===== src/rtl/shift_arbiter.sv =====
// shift_arbiter: two-requester round-robin arbiter in front of a 16-bit
// logical-left barrel shifter, with a single-entry result holding stage.
// Optional feature macro: SHIFT_ARBITER_ZERO_BYPASS_EN (shamt == 0 requests
// skip the SHIFT state and complete one cycle earlier).

module barrelshifter (
    input  logic [15:0] i,
    input  logic [3:0]  s,
    output logic [15:0] o
);
    logic [15:0] st0, st1, st2;

    // Four log2 stages, stage k shifts left by 2^k when s[k] is set
    always_comb begin
        st0 = s[0] ? {i[14:0],   1'b0}  : i;
        st1 = s[1] ? {st0[13:0], 2'b00} : st0;
        st2 = s[2] ? {st1[11:0], 4'h0}  : st1;
        o   = s[3] ? {st2[7:0],  8'h00} : st2;
    end
endmodule

module shift_arbiter (
    input  logic        clk,
    input  logic        rst,
    input  logic        req0_valid,
    output logic        req0_ready,
    input  logic [15:0] req0_data,
    input  logic [3:0]  req0_shamt,
    input  logic        req1_valid,
    output logic        req1_ready,
    input  logic [15:0] req1_data,
    input  logic [3:0]  req1_shamt,
    output logic        res_valid,
    input  logic        res_ready,
    output logic [15:0] res_data,
    output logic        res_id,
    output logic        busy
);
    typedef enum logic [1:0] {
        IDLE,
        SHIFT,
        DONE
    } state_t;

    state_t      state;
    state_t      state_nxt;
    logic        last_grant;
    logic [15:0] op_data;
    logic [3:0]  op_shamt;
    logic        op_id;
    logic [15:0] shifted;
    logic        grant0;
    logic        grant1;
    logic        accept;
    logic [15:0] accept_data;
    logic [3:0]  accept_shamt;

    barrelshifter u_shifter (
        .i (op_data),
        .s (op_shamt),
        .o (shifted)
    );

    // Grant only in IDLE (and never while reset is asserted); on contention
    // the requester that did not win last time is granted
    always_comb begin
        grant0 = 1'b0;
        grant1 = 1'b0;
        if (!rst && state == IDLE) begin
            if (req0_valid && req1_valid) begin
                grant0 = last_grant;
                grant1 = !last_grant;
            end else begin
                grant0 = req0_valid;
                grant1 = req1_valid;
            end
        end
        accept       = grant0 | grant1;
        accept_data  = grant1 ? req1_data  : req0_data;
        accept_shamt = grant1 ? req1_shamt : req0_shamt;
    end

    // Next-state logic for the IDLE -> SHIFT -> DONE sequence
    always_comb begin
        state_nxt = state;
        case (state)
            IDLE: begin
                if (accept) begin
`ifdef SHIFT_ARBITER_ZERO_BYPASS_EN
                    state_nxt = (accept_shamt == '0) ? DONE : SHIFT;
`else
                    state_nxt = SHIFT;
`endif
                end
            end
            SHIFT:   state_nxt = DONE;
            DONE:    if (res_ready) state_nxt = IDLE;
            default: state_nxt = IDLE;
        endcase
    end

    // State register
    always_ff @(posedge clk) begin
        if (rst) state <= IDLE;
        else     state <= state_nxt;
    end

    // Operand capture on accept, result capture out of SHIFT (or on a bypassed accept)
    always_ff @(posedge clk) begin
        if (rst) begin
            op_data    <= '0;
            op_shamt   <= '0;
            op_id      <= 1'b0;
            last_grant <= 1'b1;
            res_data   <= '0;
            res_id     <= 1'b0;
        end else begin
            if (accept) begin
                op_data    <= accept_data;
                op_shamt   <= accept_shamt;
                op_id      <= grant1;
                last_grant <= grant1;
`ifdef SHIFT_ARBITER_ZERO_BYPASS_EN
                if (accept_shamt == '0) begin
                    res_data <= accept_data;
                    res_id   <= grant1;
                end
`endif
            end
            if (state == SHIFT) begin
                res_data <= shifted;
                res_id   <= op_id;
            end
        end
    end

    // Status and handshake outputs
    always_comb begin
        req0_ready = grant0;
        req1_ready = grant1;
        res_valid  = (state == DONE);
        busy       = (state != IDLE);
    end
endmodule

===== config.mk =====
export PLATFORM = sky130hd
export DESIGN_NAME = shift_arbiter
export DESIGN_NICKNAME = d
export VERILOG_FILES = /design/src/rtl/shift_arbiter.sv
export SDC_FILE = /design/constraint.sdc
export NUM_CORES = 1
export LEC_CHECK = 0
export ABC_AREA = 1
export BUFFER_PORTS_ARGS = -buffer_cell sky130_fd_sc_hd__buf_2
export CAP_MARGIN = 20
export CORE_UTILIZATION = 45
export CTS_CLUSTER_DIAMETER = 120
export DETAILED_ROUTE_END_ITERATION = 12
export PLACE_DENSITY_LB_ADDON = 0.05
export SLEW_MARGIN = 20
export SYNTH_ARGS = -nofsm -noshare
export SYNTH_HDL_FRONTEND = slang
export SYNTH_SLANG_ARGS = --single-unit

===== constraint.sdc =====
create_clock -name clk -period 1.36 [get_ports clk]
set_input_delay 0.272 -clock clk [delete_from_list [all_inputs] [get_ports clk]]
set_output_delay 0.272 -clock clk [all_outputs]
set_load 0.05 [all_outputs]

### Word-level counts from Yosys, hierarchy flattened

Index checks and enable logic that the tools add are counted.
Widths: inputs -> output; s select.

| storage, ports and cells | value |
|---|---|
| bits in registers | 41 |
| latch bits | 0 |
| RAM bits | 0 |
| ROM bits | 0 |
| output and inout port bits | 21 |
| word-level logic and storage cells | 32 |
| memories kept | 0 |

| operators by class | value |
|---|---|
| $add $sub $neg | 0 |
| multiply operators | 0 |
| divide/modulo/power cells | 0 |
| magnitude comparators | 0 |
| equal/unequal tests | 4 |
| shift-type cells | 0 |
| multiplexer cells | 13 |
| bitwise operators | 1 |
| reduce and logical (&&, ||, !) cells | 7 |

Operators with widths:

| cell | number |
|---|---|
| $mux 16 | 5 |
| $pmux 2 s3 | 1 |
| $mux 1 | 4 |
| $mux 2 | 2 |
| $mux 4 | 1 |
| $eq 2x1->1 const B | 1 |
| $eq 2x2->1 const B | 1 |
| $logic_and 1x1->1 | 2 |
| $logic_not 1->1 | 2 |
| $logic_not 2->1 | 1 |
| $ne 2x1->1 const B | 1 |
| $ne 2x2->1 const B | 1 |
| $reduce_and 2->1 | 1 |
| $reduce_bool 2->1 | 1 |
| $or 1x1->1 | 1 |

### Depth between registers and ports, before layout

Gate-level depths: netlist of run 1.

| depth | value |
|---|---|
| depth after elaboration | 6 |
| depth in mapped cells | 11 |

### By module

A second synthesis of run 1 with hierarchy kept.

| unflattened totals | value |
|---|---|
| cell total of the unflattened synthesis | 425 |
| area, all modules | 2551.2 µm² |

Modules (own cells, without submodules):

| module | times used | cells an instance | area each (µm²) | sequential area each (µm²) |
|---|---|---|---|---|
| shift_arbiter | 1 | 274 | 1856.8 | 820.8 |
| barrelshifter | 1 | 151 | 694.4 | 0.0 |

### Worst setup path after synthesis of run 1

OpenSTA, ideal clock, no wires.

| path | value |
|---|---|
| path type | register -> output |
| from | reg state[0] |
| to | out req0_ready |
| arrival time | 1.505 ns |
| data required time | 1.088 ns |
| slack | -0.417 ns |
| stages on the path, launching flop included | 6 |
| path buffers | 0 |
| cell sequence | dfxtp_1 > inv_2 > nand2_4 > nor2_8 > nand2_4 > a21oi_1 |

| on the way | value |
|---|---|
| word-level cells in the longest chain between the ends | 3 |

RTL lines:

| element | RTL line | text |
|---|---|---|
| start: declaration | 45 | `state_t state;` |
| start signal: assignment | 105 | `else state <= state_nxt;` |
| $logic_not 2->1 | 69 | `if (!rst && state == IDLE) begin` |
| $logic_and 1x1->1 | 69 |  |
| $mux 1 | 69 |  |
| end: declaration | 26 | `output logic req0_ready,` |

No other way between the ends.

### Worst setup path in the final report of run 1

| path | value |
|---|---|
| from | reg state[1] |
| to | out req0_ready |

Same word-level chain as after synthesis.

==> results of run 1 <==
## cell usage after synthesis (all sizes together), types with 2 or more instances
cell	number	area, sq um
buf	20	156
nand3	90	463
nor2	8	53.8
inv	36	138
or2	17	106
clkbuf	2	7.51
a21oi	15	75.1
a22oi	2	15.0
dfxtp	41	821
nand2	135	534
o21ai	5	25.0
nand4	2	12.5
## path summary, 6_finish.rpt
path                                                 end  slack (ns)  cells after the start
worst min register to register  res_data[2]$_SDFFE_PP0N_        0.46                      2
worst max-delay path                          req0_ready       -0.17                      6
worst min-delay path               state[1]$_SDFFE_PP0P_        0.23                      4
worst max register to register  op_data[12]$_SDFFE_PP0P_       -0.02                      9
## stage by stage
step                      utilization (%)  hold WS, ns  cell area [sq um]
after global routing                 58.7        0.282               3040
final                                58.7        0.234               3040
after CTS                            57.6        0.253               2980
after global placement               54.7        0.449               2830
after floorplan                         -        0.436               2450
after detailed placement             54.7        0.452               2830
## cells by family after synthesis
family / count (synthesis) / share of synthesized area (%)
and+or+nand+nor: 252 / 47.9
buffers and inverters: 59 / 12.5
DFF: 41 / 33.6
AOI/OAI and AO/OA: 26 / 6.04
## report_power, final
group | switching (mW) | leakage, nW | internal, mW | total, mW
Clock | 0.413 | 0.0585 | 0.598 | 1.01
Sequential | 0.0878 | 0.338 | 1.34 | 1.42
Combinational | 0.863 | 1.20 | 0.470 | 1.33
Total | 1.36 | 1.60 | 2.40 | 3.77
## layout make-up
| type | instances | area, sq um | area share (%) |
|---|---|---|---|
| clock buffers | 7 | 86.3 | 2.84 |
| inverters | 37 | 146 | 4.82 |
| multi-input cells | 278 | 1360 | 44.8 |
| repair buffers | 82 | 499 | 16.4 |
| clock inverters | 1 | 30.0 | 0.989 |
| flip-flops and latches | 41 | 827 | 27.2 |
| well taps | 70 | 87.6 | 2.88 |
## critical path, delay by kind of cell, from the launching register on
kind                   cells  cell delay [ns]
AO/OA/AOI/OAI              1             0.12
buffers and inverters      2             0.23
flip-flops                 1             0.32
AND/OR/NAND/NOR            3             0.30
## per-layer routing
metal	routed length (microns)	share of wire [%]
met5	0	0
met4	82	1.4
met3	309	5.4
met2	2650	46
met1	2710	47
## state kept, by name, summed over array words and instances (netlist names)
register	flops
op_id	1
res_id	1
state	2
op_shamt	4
last_grant	1
res_data	16
op_data	16
## timing repair
item / CTS / global route
buffers inserted: 1 / 1
gates resized for setup: 9 / 16
hold buffers: 0 / 0
setup endpoints to repair: 8 / 34
pin swaps: 0 / 3
==> results.toml, run 1 <==
[yosys]
postSynthRegisterBits = 41
gate_count_after_technology_mapping = 378
synth_area_per_cell_sq_um = 6.46
syn_area_sq_um = 2440
postSynthNetCount = 423
ys_async_sr_fraction_pct = 0
yosysWarningCount = 0
post_synth_edffs = 0
synth.lib_cells_used.distinct = 28
yosys_most_used_dff = "dfxtp_1"
synth.yosys.seq_area_share_pct = 33.6

[place]
dpl.cell_count = 506
placement.io_buffers = 65
placement.setup.worst_slack_ns = -0.0185
dpl.hpwl_microns = 4330
globalplace.congestion = 0.875

[clock_network]
cts.reportedPaths.clkPinSlew_ns = 0.08
cts_tree = "yes"
clock-sinks = 41
cts-htree-levels = 2
cts_root_buf = "clkbuf_8"
worst_skew_pair.late_latency_ns = 0.29
cts_buffer_depth = 2
tritoncts.num_buffers = 5

[global_route]
grt_antenna_before_repair = 0
global_route.usage.met1_pct = 29.5
grt_max_degree = 41
grt_first_pass_wirelength_microns = 9930
gr-max-usage-layer = "met2"
grtUsageTotal_pct = 22.8
grt_pass1_vias = 2345
global_route.overflow_total = 0
met2_usage_pct = 37.6
gr-usage-met3_pct = 4.37

[drt]
routed_via_density = 4.96
first_iter_violations = 131
vias = 2560
drtAntennaViolNets = 0
post_drt_wl_per_cell_microns = 11.2
drtPass1Iterations = 4
drc_errors = 0
detail_route.wirelength_microns = 5750

[die]
ioPinCount = 66
fp.dieArea_sq_um = 5730
rows = 26
initial_core_util_pct = 47.2
area_inside_the_core_boundary_sq_um = 5170
die_x_microns = 75.7
fp.dieH_microns = 75.7

[critical_path]
crit_arrival_ns = 1.26
cp_cell_sequence = "inv_2 > nand2_4 > nor2_8 > nand2_4 > a21oi_4 > buf_6"
slowest_cell_on_the_critical_path = "dfxtp_2"
worstSetupPathType = "reg -> out"
worstPathMaxFanout = 3
critical_path_required_ns = 1.09
timing.critical_path.to_type = "primary output"
slowest_delay_ns = 0.32
crit_top_cell = "nand2_4"
startpoint_type = "flop"
worstReg2RegStart = "state[0]$_SDFFE_PP0P_"
setup.worst_path.start = "state[1]$_SDFFE_PP0P_"

[power_and_ir_drop]
pwr_density_cell_nw_per_um2 = 1240
p_leak_nw = 1.60
vdd.ir_drop.worst_mv = 0.621
fin_total_pwr_mw = 3.77

[sta]
setup_tns_ns = -0.320
hold_viol = 0
layout_min_cycle_time_ns = 1.53
worst_slack_ns = -0.175
rsz0062_at_grt = "true"
tightestPinTransition_ns = 0.285
max_slew_margin_pct = 80.9
finalCritPeriodShare_pct = 113
fmax_mhz = 652
finalClockSkew_ns = 0.00347
final-setup-viol-count = 3
timing.final.max_slew_violations = 0

[flow_run]
timing.max_cap.violations = 0

[layout]
fillCellCount = 524
n_antenna_cell = 0
final_common_cell = "nand2_1"
layoutNonFillerInstCount = 516
area_growth_pct = 24.3
post_route_cells_drive_above_1_share_pct = 25.8
layout.cells.most_common_list = "127 x nand2_1, 89 x nand3_1, 62 x buf_2, 38 x dfxtp_1, 27 x inv_1"
nets = 490

[run_status]
failed_checks = "setup timing"
run_status = "complete, but fails checks"

[hold_path]
worst_hold_path_class = "in -> reg"
launch_instance_of_the_worst_min_delay_path = "res_ready"
Note: power is estimated with default switching activity, not from simulation.
==> run 2, diff against run 1 <==
ABC_AREA = unset   (was 1)
==> run 2 against run 1 <==
Effect of this change: the run still ends with setup timing left; global-route usage is 4.3 points higher; clock skew is 0.0020 ns higher; via count is 0.78% lower; wire length is 24% higher; cell count is 7.9% lower; register-to-register slack worse by 0.19 ns; combinational power is 15% higher; critical path depth stayed put; core utilization is 18 points higher; hold slack worse by 0.014 ns; critical endpoint is now res_data[8]$_SDFFE_PP0N_; largest power group is now combinational logic; highest routed layer unchanged.
==> results.toml, run 2 <==
[clock_network]
cts-htree-levels = 2
tritoncts.num_buffers = 5
clock-sinks = 41
cts_tree = "yes"
cts_buffer_depth = 2
worst_skew_pair.late_latency_ns = 0.30
cts.reportedPaths.clkPinSlew_ns = 0.08
cts_root_buf = "clkbuf_8"

[sta]
worst_hold_slack_ns = 0.220
final-setup-viol-count = 36
layout_min_cycle_time_ns = 1.57
max_slew_margin_pct = 77.9
hold_viol = 0
fmax_mhz = 636
finalCritPeriodShare_pct = 116
timing.final.max_slew_violations = 0
finalClockSkew_ns = 0.00550
tightestPinTransition_ns = 0.330
rsz0062_at_grt = "true"
worst_slack_ns = -0.213

[drt]
vias = 2540
wl_met3_microns = 292
m1WireLength_microns = 3110
detailroute.wirelength.met2_microns = 3600
routed_via_density = 5.35
drc_errors = 0
post_drt_wl_per_cell_microns = 15.0
detail_route.wirelength_microns = 7120
drtPass1Iterations = 4
top_layer_used = "met4"
first_iter_violations = 169
drtAntennaViolNets = 0

[layout]
layout.cells.most_common_list = "61 x buf_2, 54 x buf_4, 37 x nor2_1, 36 x dfxtp_1, 35 x nand2_1"
n_antenna_cell = 0
nets = 452
layoutNonFillerInstCount = 475
area_growth_pct = 61.4
postLayoutCellArea_sq_um = 3690
post_route_cells_drive_above_1_share_pct = 54.4
final_common_cell = "buf_2"
largestRegisters = "op_data: 16 flops, res_data: 16 flops, op_shamt: 4 flops"

[yosys]
post-synth-top-count-cell = "nand2_1"
yosys_most_used_dff = "dfxtp_1"
ys_top_cells_by_area = "dfxtp_1 36%, nand2_1 8.5%, a311oi_1 8.0%"
postSynthNetCount = 332
yosysWarningCount = 0
ys_async_sr_fraction_pct = 0
post_synth_edffs = 0
post_synth_most_frequent_cells = "52 x nand2_1, 46 x nor2_1, 41 x dfxtp_1, 21 x a311oi_1, 12 x mux2i_1"
synth.yosys.seq_area_share_pct = 35.9
synth_area_per_cell_sq_um = 7.97
netlist.top_cell.by_area = "dfxtp_1"
synth.lib_cells_used.distinct = 48
yosysTopAreaCellShare_pct = 35.9
syn_area_sq_um = 2290
postSynthRegisterBits = 41
gate_count_after_technology_mapping = 287

[place]
dpl.hpwl_microns = 4830
postPlaceCellArea_sq_um = 3070
globalplace.congestion = 0.864
placement.io_buffers = 65
dpl.cell_count = 457

[power_and_ir_drop]
fin_total_pwr_mw = 3.97
p_leak_nw = 1.59
pwr_density_cell_nw_per_um2 = 1070
internal-power_mw = 2.65
netSwitchingPower_mw = 1.32
vdd.ir_drop.worst_mv = 0.659
sequentialPowerShare_pct = 35.5
power.share.switching_pct = 33.2
clockPowerShare_pct = 25.9
p_comb_share_pct = 38.6

[run_status]
run_status = "complete, but fails checks"
failed_checks = "setup timing"

[flow_run]
timing.max_cap.violations = 0

[global_route]
grt_antenna_before_repair = 0
global_route.overflow_total = 0
grt_pass1_vias = 2348
grtUsageTotal_pct = 27.1
grt_first_pass_wirelength_microns = 11100
grt_max_degree = 23

[hold_path]
hold_path_depth = 3
worst_hold_path_class = "in -> reg"
launch_instance_of_the_worst_min_delay_path = "req1_shamt[0]"
worstHoldEndpoint = "op_shamt[0]$_SDFFE_PP0P_"

[die]
ioPinCount = 66
die_x_microns = 73.3
fp.dieArea_sq_um = 5370
initial_core_util_pct = 47.5
fp.dieH_microns = 73.3
area_inside_the_core_boundary_sq_um = 4820
rows = 25

[critical_path]
critical_path.reg2reg.endpoint = "res_data[8]$_SDFFE_PP0N_"
startpoint_type = "flop"
worstPathMaxFanout = 4
worstReg2RegStart = "op_shamt[1]$_SDFFE_PP0P_"
timing.critical_path.to_type = "flop"
r2r_slack_ns = -0.21
worstSetupPathType = "reg -> reg"
ff2ff_path_depth = 6
critical_path_required_ns = 1.55
crit_arrival_ns = 1.76
-- run 2: cell types whose count changed after synthesis, moves of 7 or more --
cell,change
or2_0,-16
nor2_1,+40
a22oi_1,+9
mux2i_1,+12
inv_1,-25
clkbuf_1,+7
nor2b_1,+7
nand2_1,-78
a311oi_1,+21
nand3_1,-86
-- run 2: logic make-up after synthesis --
group                  after synthesis  share of synthesized area [%]
and+or+nand+nor                    131                           25.1
AOI/OAI and AO/OA                   64                           21.4
DFF                                 41                           35.9
buffers and inverters               29                           6.07
muxes                               22                           11.6
-- run 2: layer usage --
metal / up-vias / global-route usage, %
met1: 1178 / 34.5
met4: 0 / 7.05
li1: 1267 / -
met2: 80 / 47.1
met3: 15 / 4.80
met5: - / 0
-- run 2: metrics by stage --
step	TNS, ns	worst slack [ns]	utilization (%)
3_5_place_dp	-4.73	-0.294	63.8
2_1_floorplan	-0.634	-0.121	-
3_3_place_gp	-3.43	-0.240	63.8
5_1_grt	-6.11	-0.275	76.7
4_1_cts	-2.87	-0.156	72.3
6_report	-3.66	-0.213	76.7
-- run 2: worst max-delay path, cell delays in order, from the launching register on --
cell and delay [ns]:
dfxtp_4 0.40, buf_6 0.13, mux2_4 0.32, mux2i_4 0.19
a2111oi_2 0.11, a311oi_1 0.24, nor3_1 0.08
-- run 2: power groups by stage --
stage	registers, mW	logic [mW]	clock network (mW)
final	1.41	1.53	1.03
after global routing	1.42	1.63	1.09
after CTS	1.39	1.38	1.05
after detailed placement	1.42	1.20	0
after global placement	1.42	1.19	0
after floorplan	1.50	0.652	0
-- run 2: final cells by class --
class	instances	area, sq um
multi-input combinational	217	1620
tap	67	83.8
clock buffer	7	86.3
fill	372	1120
inverter	5	22.5
clock inverter	1	30.0
sequential	41	835
timing repair buffer	137	1020
-- run 2: worst max path at each step --
stage / depth (start not counted) / endpoint / slack, ns / start
global route: 6 / res_data[9]$_SDFFE_PP0N_ / -0.27 / op_shamt[1]$_SDFFE_PP0P_
CTS: 6 / res_data[12]$_SDFFE_PP0N_ / -0.16 / op_shamt[1]$_SDFFE_PP0P_
finish: 6 / res_data[8]$_SDFFE_PP0N_ / -0.21 / op_shamt[1]$_SDFFE_PP0P_
floorplan: 7 / res_data[14]$_SDFFE_PP0N_ / -0.12 / op_shamt[1]$_SDFFE_PP0P_
global placement: 5 / res_data[8]$_SDFFE_PP0N_ / -0.24 / op_shamt[1]$_SDFFE_PP0P_
detailed placement: 7 / res_data[14]$_SDFFE_PP0N_ / -0.29 / op_shamt[1]$_SDFFE_PP0P_
-- run 2: what timing repair did --
| item | in CTS | in global routing |
|---|---|---|
| setup buffers | 5 | 5 |
| gates cloned | 1 | 0 |
| hold buffers | 0 | 0 |
| endpoints found under the setup margin | 40 | 40 |
| pin swaps | 45 | 30 |
| gates resized for setup | 66 | 45 |
| hold endpoints to repair | 0 | 0 |
==> run 3, diff against run 2 <==
==> constraint.sdc (replaced) <==
create_clock -name clk -period 1.36 [get_ports clk]
set_input_delay 0.272 -clock clk [delete_from_list [all_inputs] [get_ports clk]]
set_output_delay 0.272 -clock clk [all_outputs]
set_load 0.005 [all_outputs]
==> run 3 against run 2 <==
Effect of this change: the flow still finishes with violations (setup timing); hold slack better by 0.0067 ns; maximum frequency down 0.21%; wire length up 16%; core utilization up 2.4 points; count of clock-buffer cells in the layout down 2; final area up 3.1%; critical endpoint is now res_data[14]$_SDFFE_PP0N_; largest cell class unchanged; highest routed layer unchanged.
==> results.toml, run 3 (same netlist as run 2, synthesis figures left out) <==
[run_status]
run_status = "complete, but fails checks"
failed_checks = "setup timing"

[clock_network]
cts-htree-levels = 2
worst_skew_pair.late_latency_ns = 0.30
cts_root_buf = "clkbuf_8"
cts.reportedPaths.clkPinSlew_ns = 0.08
tritoncts.num_buffers = 5
cts_tree = "yes"
clock-sinks = 41
cts_buffer_depth = 2

[sta]
fmax_mhz = 634
rsz0062_at_grt = "true"
setup_tns_ns = -3.58
finalCritPeriodShare_pct = 116
tightestPinTransition_ns = 0.523
layout_min_cycle_time_ns = 1.58
timing.final.max_slew_violations = 0
finalClockSkew_ns = 0.00528
worst_slack_ns = -0.216
hold_viol = 0
final-setup-viol-count = 37
max_slew_margin_pct = 65.1

[layout]
largestRegisters = "op_data: 16 flops, res_data: 16 flops, op_shamt: 4 flops"
final_common_cell = "buf_2"
layoutNonFillerInstCount = 474
area_growth_pct = 66.4
layout.cells.most_common_list = "63 x buf_2, 50 x buf_4, 45 x nand2_1, 37 x dfxtp_1, 36 x nor2_1"
n_antenna_cell = 0
postLayoutCellArea_sq_um = 3810
post_route_cells_drive_above_1_share_pct = 54.1
fillCellCount = 325
nets = 452

[drt]
detail_route.wirelength_microns = 8250
drtPass1Iterations = 4
post_drt_wl_per_cell_microns = 17.4
routed_via_density = 5.69
first_iter_violations = 155
drc_errors = 0
drtAntennaViolNets = 0
vias = 2698

[place]
placement.io_buffers = 65
globalplace.congestion = 0.942
dpl.cell_count = 445
dpl.hpwl_microns = 4660
postPlaceCellArea_sq_um = 3010

[critical_path]
crit_arrival_ns = 1.77
critical_path_required_ns = 1.55
worstPathMaxFanout = 6
slowest_cell_on_the_critical_path = "dfxtp_4"
cp_cell_sequence = "buf_4 > mux2_4 > mux2i_4 > o22ai_4 > o211ai_2 > a211oi_2"
count_of_buffering_cells_on_the_critical_path_with_inverters_included = 1
worstSetupPathType = "reg -> reg"
startpoint_type = "flop"
slowest_delay_ns = 0.40
timing.critical_path.to_type = "flop"
crit_family = "multiplexers"

[global_route]
grtUsageTotal_pct = 28.2
grt_antenna_before_repair = 0
global_route.overflow_total = 0
grt_first_pass_wirelength_microns = 11400
grt_pass1_vias = 2282
grt_max_degree = 22

[hold_path]
worst_hold_path_class = "in -> reg"

[die]
ioPinCount = 66
fp.dieH_microns = 73.3
fp.dieArea_sq_um = 5370
rows = 25
die_x_microns = 73.3
initial_core_util_pct = 47.5
area_inside_the_core_boundary_sq_um = 4820

[power_and_ir_drop]
p_leak_nw = 1.64
vdd.ir_drop.worst_mv = 0.676
pwr_density_cell_nw_per_um2 = 1020

[flow_run]
timing.max_cap.violations = 0
## run 3: cell count changes in the layout (fill, tap and decap cells not counted), moves of 3 or more
cell,delta
nand2_2,-12
nand2_1,+10
nor2_2,+3
buf_16,+4
a311oi_1,-8
a311oi_2,+8
buf_8,-4
mux2i_4,+3
buf_4,-4
buf_12,+3
## run 3: per-layer routing
metal	up-vias	GRT usage, %	routed length (microns)
met5	-	0	0
met4	0	9.40	282
met3	28	4.94	410
met2	95	48.0	4110
met1	1297	36.2	3440
li1	1278	-	-
## run 3: final cells by class
type	instances	area, sq um	area share [%]
Clock inverter	2	35.0	0.920
Tap cell	67	83.8	2.20
Timing Repair Buffer	137	1100	28.9
Multi-Input combinational cell	217	1670	43.8
Clock buffer	5	68.8	1.81
Sequential cell	41	831	21.8
Inverter	5	20.0	0.526
## run 3: final timing paths
check	start	to	slack, ns	cells past startpoint
min reg2reg	res_id$_SDFFE_PP0N_	res_id$_SDFFE_PP0N_	0.46	2
min	req1_shamt[2]	op_shamt[2]$_SDFFE_PP0P_	0.23	3
max reg2reg	op_shamt[1]$_SDFFE_PP0P_	res_data[14]$_SDFFE_PP0N_	-0.22	6
max	op_shamt[1]$_SDFFE_PP0P_	res_data[14]$_SDFFE_PP0N_	-0.22	6
## run 3: worst reg2reg max path, delay by kind of cell (launching register included)
family	cells	cell delay, ns
flip-flops	1	0.40
AO/OA/AOI/OAI	3	0.38
multiplexers	2	0.56
buffers and inverters	1	0.13
## run 3: power breakdown
group	total, mW	switching [mW]	internal, mW	leakage, nW
logic	1.50	0.701	0.796	1.24
registers	1.42	0.122	1.30	0.338
clock network	0.962	0.428	0.534	0.0540
## run 3: what timing repair did
action,CTS,global route
gates resized for setup,46,55
hold buffers,0,0
endpoints found under the setup margin,35,38
gates cloned,4,3
pin swaps,25,27
buffers inserted,8,9
## run 3: through the flow
step                      hold slack, ns  utilization (%)  worst slack [ns]  power (mW)
final                              0.226             79.0            -0.216        3.88
after global routing               0.223             79.0            -0.278        4.05
after CTS                          0.223             71.4            -0.170        3.62
after detailed placement           0.449             62.4            -0.289        2.44
after global placement             0.443             62.4            -0.218        2.43
after floorplan                    0.423                -            -0.121        2.00
